[src/rtl/conv2d_dilated_padded_engine.sv]
// Single-channel 2D convolution with per-axis dilation and zero padding.
// One kernel tap is accumulated per cycle; output pixels are streamed row-major with backpressure.
module conv2d_dilated_padded_engine #(
  parameter int DATA_W = 16,
  parameter int ACC_W  = 40,
  parameter int IMG    = 8,
  parameter int KH     = 3,
  parameter int KW     = 5,
  parameter int DIL_H  = 2,
  parameter int DIL_W  = 1,
  parameter int PAD_H  = 2,
  parameter int PAD_W  = 2,
  parameter int STRIDE = 1
) (
  input  logic              clk,
  input  logic              rst,
  input  logic              start,
  output logic              busy,
  output logic              done,
  input  logic              weight_valid,
  output logic              weight_ready,
  input  logic [DATA_W-1:0] weight_data,
  input  logic              valid_in,
  output logic              ready_in,
  input  logic [DATA_W-1:0] input_data,
  output logic              valid_out,
  input  logic              ready_out,
  output logic [ACC_W-1:0]  output_data
);
  localparam int OH    = (IMG + 2*PAD_H - DIL_H*(KH-1) - 1)/STRIDE + 1;
  localparam int OW    = (IMG + 2*PAD_W - DIL_W*(KW-1) - 1)/STRIDE + 1;
  localparam int NT    = KH*KW;
  localparam int NPIX  = IMG*IMG;
  localparam int CNT_W = $clog2(((NPIX > NT) ? NPIX : NT) + 1);
  localparam int WA_W  = (NT > 1) ? $clog2(NT) : 1;
  localparam int IA_W  = (NPIX > 1) ? $clog2(NPIX) : 1;
  localparam int KH_W  = $clog2(KH + 1);
  localparam int KW_W  = $clog2(KW + 1);
  localparam int OH_W  = $clog2(OH + 1);
  localparam int OW_W  = $clog2(OW + 1);
  localparam int PW    = 2*DATA_W;

  typedef enum logic [2:0] {IDLE, LOAD_W, LOAD_I, COMPUTE, EMIT} state_t;
  state_t state_reg, state_next;

  logic [CNT_W-1:0]        cnt_reg;
  logic [KH_W-1:0]         kh_reg;
  logic [KW_W-1:0]         kw_reg;
  logic [OH_W-1:0]         oh_reg;
  logic [OW_W-1:0]         ow_reg;
  logic signed [ACC_W-1:0] acc_reg, acc_next, out_reg;
  logic                    done_reg;

  logic signed [DATA_W-1:0] weight_mem [NT];
  logic signed [DATA_W-1:0] img_mem [NPIX];

  logic w_acc, i_acc, last_tap, last_i, last_pix, emit_xfer;
  int                       ih, iw;
  logic                     in_range;
  logic [IA_W-1:0]          img_addr;
  logic signed [DATA_W-1:0] w_sel, pix;
  logic signed [PW-1:0]     prod;

  assign w_acc     = (state_reg == LOAD_W) && weight_valid;
  assign i_acc     = (state_reg == LOAD_I) && valid_in;
  assign last_tap  = (cnt_reg == CNT_W'(NT - 1));
  assign last_i    = (cnt_reg == CNT_W'(NPIX - 1));
  assign last_pix  = (oh_reg == OH_W'(OH - 1)) && (ow_reg == OW_W'(OW - 1));
  assign emit_xfer = (state_reg == EMIT) && ready_out;

  // Tap datapath: out-of-image coordinates read as zero, tap 0 restarts the sum.
  always_comb begin
    ih       = int'(oh_reg)*STRIDE - PAD_H + int'(kh_reg)*DIL_H;
    iw       = int'(ow_reg)*STRIDE - PAD_W + int'(kw_reg)*DIL_W;
    in_range = (ih >= 0) && (ih < IMG) && (iw >= 0) && (iw < IMG);
    img_addr = IA_W'(ih*IMG + iw);
    w_sel    = weight_mem[cnt_reg[WA_W-1:0]];
    pix      = in_range ? img_mem[img_addr] : '0;
    prod     = PW'(w_sel) * PW'(pix);
    acc_next = ((cnt_reg == '0) ? '0 : acc_reg) + ACC_W'(prod);
  end

  always_ff @(posedge clk or posedge rst) begin
    if (rst) state_reg <= IDLE;
    else     state_reg <= state_next;
  end

  always_comb begin
    state_next   = state_reg;
    busy         = (state_reg != IDLE);
    weight_ready = (state_reg == LOAD_W);
    ready_in     = (state_reg == LOAD_I);
    valid_out    = (state_reg == EMIT);
    case (state_reg)
      IDLE:    if (start) state_next = LOAD_W;
      LOAD_W:  if (w_acc && last_tap) state_next = LOAD_I;
      LOAD_I:  if (i_acc && last_i) state_next = COMPUTE;
      COMPUTE: if (last_tap) state_next = EMIT;
      EMIT:    if (ready_out) state_next = last_pix ? IDLE : COMPUTE;
      default: state_next = IDLE;
    endcase
  end

  always_ff @(posedge clk or posedge rst) begin
    if (rst) begin
      cnt_reg  <= '0;
      kh_reg   <= '0;
      kw_reg   <= '0;
      oh_reg   <= '0;
      ow_reg   <= '0;
      acc_reg  <= '0;
      out_reg  <= '0;
      done_reg <= 1'b0;
    end else begin
      done_reg <= emit_xfer && last_pix;
      case (state_reg)
        IDLE: cnt_reg <= '0;
        LOAD_W: if (w_acc) cnt_reg <= last_tap ? '0 : cnt_reg + CNT_W'(1);
        LOAD_I: begin
          if (i_acc) begin
            if (last_i) begin
              cnt_reg <= '0;
              kh_reg  <= '0;
              kw_reg  <= '0;
              oh_reg  <= '0;
              ow_reg  <= '0;
            end else begin
              cnt_reg <= cnt_reg + CNT_W'(1);
            end
          end
        end
        COMPUTE: begin
          acc_reg <= acc_next;
          if (last_tap) begin
            out_reg <= acc_next;
            cnt_reg <= '0;
            kh_reg  <= '0;
            kw_reg  <= '0;
          end else begin
            cnt_reg <= cnt_reg + CNT_W'(1);
            if (kw_reg == KW_W'(KW - 1)) begin
              kw_reg <= '0;
              kh_reg <= kh_reg + KH_W'(1);
            end else begin
              kw_reg <= kw_reg + KW_W'(1);
            end
          end
        end
        EMIT: begin
          if (ready_out) begin
            if (ow_reg == OW_W'(OW - 1)) begin
              ow_reg <= '0;
              oh_reg <= last_pix ? '0 : oh_reg + OH_W'(1);
            end else begin
              ow_reg <= ow_reg + OW_W'(1);
            end
          end
        end
        default: ;
      endcase
    end
  end

  // Coefficient and image storage survive IDLE; only a new load overwrites them.
  always_ff @(posedge clk) begin
    if (w_acc) weight_mem[cnt_reg[WA_W-1:0]] <= weight_data;
    if (i_acc) img_mem[cnt_reg[IA_W-1:0]] <= input_data;
  end

  assign done        = done_reg;
  assign output_data = out_reg;
endmodule

[config.mk]
export PLATFORM = sky130hd
export DESIGN_NAME = conv2d_dilated_padded_engine
export DESIGN_NICKNAME = d
export VERILOG_FILES = /design/src/rtl/conv2d_dilated_padded_engine.sv
export SDC_FILE = /design/constraint.sdc
export NUM_CORES = 2
export LEC_CHECK = 0
export ABC_AREA = 1
export CAP_MARGIN = 15
export CORE_MARGIN = 2
export CORE_UTILIZATION = 40
export DETAILED_ROUTE_END_ITERATION = 10
export DONT_BUFFER_PORTS = 1
export SLEW_MARGIN = 20
export SYNTH_ARGS = -nofsm -noshare
export SYNTH_HDL_FRONTEND = slang
export SYNTH_SLANG_ARGS = --single-unit
export TNS_END_PERCENT = 100
[constraint.sdc]
create_clock -name clk -period 11.7 [get_ports clk]
set_input_delay 1.17 -clock clk [delete_from_list [all_inputs] [get_ports clk]]
set_output_delay 1.17 -clock clk [all_outputs]
set_load 0.005 [all_outputs]
==> flow_metrics.py <==
metrics = {
    "synthesis": {
        "syn_avg_cell_area_sq_um": 11.8,
        "yosysUniqueCellTypes": 65,
        "synth_top_area_share_pct": 57.7,
        "synth_top_cell_by_area": "edfxtp_1",
        "synth-edff-count": 1264,
        "syn_inst": 5578,
        "post-synth-top-count-cell": "edfxtp_1",
        "seq_area_frac_synth_pct": 61.6,
        "netlist_area_sq_mm": 0.0658,
        "syn-num-nets": 6020,
        "postSynth.asyncResetShare_pct": 7.60,
        "ys_warn_count": 0,
        "ys_ff_latch": 1368,
        "ys.flop_type": "edfxtp_1",
        "yosys-top-cells-area": "edfxtp_1 (58%), fa_1 (8.1%), nand2_1 (5.9%), dfrtp_1 (4.0%), a21oi_1 (2.9%)",
        "synth_common_cells": "edfxtp_1 (1264), nand2_1 (1032), nor2_1 (509)",
    },
    "floorplan": {
        "die_y_microns": 410,
        "pin_count": 83,
        "core_area_sq_mm": 0.163,
        "die_w_microns": 410,
        "die-area_sq_mm": 0.168,
        "std_cell_rows": 148,
        "initial_core_util_pct": 40.4,
    },
    "setup_path": {
        "path_common_cell": "inv_1",
        "endpoint_kind": "flip-flop",
        "crit_fanout": 30,
        "path_class": "reg -> reg",
        "critPathSlowestCell": "fa_2",
        "cpPeakStageDelay_ps": 740,
        "required_ps": 12340,
        "cp-start-kind": "flip-flop",
        "critPathArrivalTime_ps": 11680,
    },
    "sta": {
        "final_hold_viol_count": 0,
        "max_freq_mhz": 90.5,
        "finalCritPeriodShare_pct": 94.4,
        "finalSetupViolations": 0,
        "relSlewSlack_pct": 13.8,
        "worstMarginPinSlew_ps": 1290,
        "fin_ws_ps": 656,
        "clock_skew_ps": 62.5,
        "fin_crit_ps": 11040,
        "drv_slew": 0,
        "fin_tns_setup_ps": 0,
    },
    "clock_tree": {
        "hold_buffers": 0,
        "cts_htree_levels": 4,
        "cts_tree": "built",
        "clkTransAtPathRegs_ps": 60,
        "cts.sinks": 1368,
        "cts_buffer_depth": 3,
        "cts-root-buf": "clkbuf_16",
        "numCtsBuffers": 144,
        "clock_latency_ps": 810,
    },
    "grt": {
        "grtUsageMet3_pct": 4.22,
        "overflow": 0,
        "grt_pass1_wl_microns": 278000,
        "grt_pass1_vias": 43100,
        "track_usage_pct": 21.9,
        "grt.busiest_layer": "met2",
        "antenna_found_initial": 1,
        "grtUsageMet1_pct": 29.9,
        "use_met2_pct": 34.6,
        "grt_max_degree": 177,
    },
    "worst_hold_path": {
        "hp-class": "in -> async",
    },
    "drt": {
        "wl_per_cell_microns": 23.3,
        "wirelength_microns": 185000,
        "first_pass_iters": 6,
        "drtAntennaViolNets": 0,
        "drc": 0,
        "via_count": 43900,
        "drt_first_iter_violations": 4588,
        "vias_per_cell": 5.53,
    },
    "job": {
        "maxCapViolations": 0,
    },
    "final_layout": {
        "antenna_cells": 0,
        "area_delta_synth_final_pct": 12.2,
        "finish.net_count": 6094,
        "drive_gt1_share_pct": 8.43,
        "largest_reg_flops": 1024,
        "instances_no_fill": 7942,
    },
    "placement": {
        "pre_cts_slack_ps": 216,
        "place.gp.congestion": 0.924,
        "port_buffers": 0,
        "hpwlAfterDp_microns": 114000,
        "dp.cells": 7678,
    },
    "run_status": {
        "status": "completed",
    },
}
-- layout by cell type (no fill, tap or decap), types with 31 or more instances in the layout --
master / instances
a21oi_1: 385
a221oi_1: 113
a311o_1: 37
buf_4: 189
clkbuf_1: 37
clkbuf_16: 145
clkinv_1: 36
dfrtp_1: 104
edfxtp_1: 1264
fa_1: 264
ha_1: 135
inv_1: 491
nand2_1: 1032
nand3_1: 219
nor2_1: 502
o21ai_0: 243
o22ai_1: 125
xor2_1: 31
-- final cells by class --
type / instances / area (sq um)
Clock buffer: 187 / 3840
Fill cell: 14700 / 89300
Sequential cell: 1368 / 40600
Inverter: 512 / 1970
Multi-Input combinational cell: 3419 / 22200
Tap cell: 2175 / 2720
Timing Repair Buffer: 207 / 1780
Clock inverter: 74 / 790
-- routing by layer --
| layer | wire length (microns) | up-vias |
|---|---|---|
| met5 | 13 | - |
| met4 | 6680 | 2 |
| met3 | 13200 | 309 |
| met2 | 85900 | 1620 |
| met1 | 78900 | 22100 |
| li1 | - | 19800 |
-- path summary, 6_finish.rpt --
check	start	end	slack [ps]	cells after the start
setup / recovery	ow_reg[2]	acc_reg[34]	660	47
hold / removal	rst	output_data[13]	340	1
setup reg to reg	ow_reg[2]	acc_reg[34]	660	47
hold reg to reg	acc_reg[13]	acc_reg[13]	490	2
max in group asynchronous	rst	output_data[25]	10120	2
min in group clk	input_data[10]	img_mem[54][10]	460	0
-- per-stage QoR --
step | utilization (%) | hold slack [ps] | instance area [sq um]
finish | 45.3 | 340 | 73900
CTS | 45.2 | 316 | 73700
global placement | 42.3 | 466 | 69100
global route | 45.3 | 356 | 73900
floorplan | - | 449 | 65800
detailed placement | 42.4 | 473 | 69100
-- cells by family (layout without fill, tap and decap cells) --
kind of cell | count (synthesis) | after routing | synth area share [%]
AOI/OAI and AO/OA | 1094 | 1094 | 10.4
xor gates and xnor gates | 63 | 63 | 0.901
adders and majority gates | 404 | 404 | 10.7
buffers and inverters | 791 | 980 | 4.96
DFF | 1368 | 1368 | 61.6
muxes | 1 | 1 | 0.0152
and+or+nand+nor | 1857 | 1857 | 11.4
-- worst max-delay path, delay by kind of cell (launching register included) --
| kind | cells | cell delay (ps) |
|---|---|---|
| adders and majority gates | 12 | 5240 |
| buffers and inverters | 11 | 850 |
| DFF | 1 | 430 |
| and+or+nand+nor | 10 | 1720 |
| AOI/OAI and AO/OA | 12 | 2160 |
| xor gates and xnor gates | 2 | 470 |
-- repair_timing --
item	in CTS	in global routing
buffers inserted	0	3
gates resized for setup	0	27
setup endpoints to repair	0	34
Power is left out: the tool's default activity adds up to more than one toggle a clock period on the data nets, which glitch-free logic cannot reach.
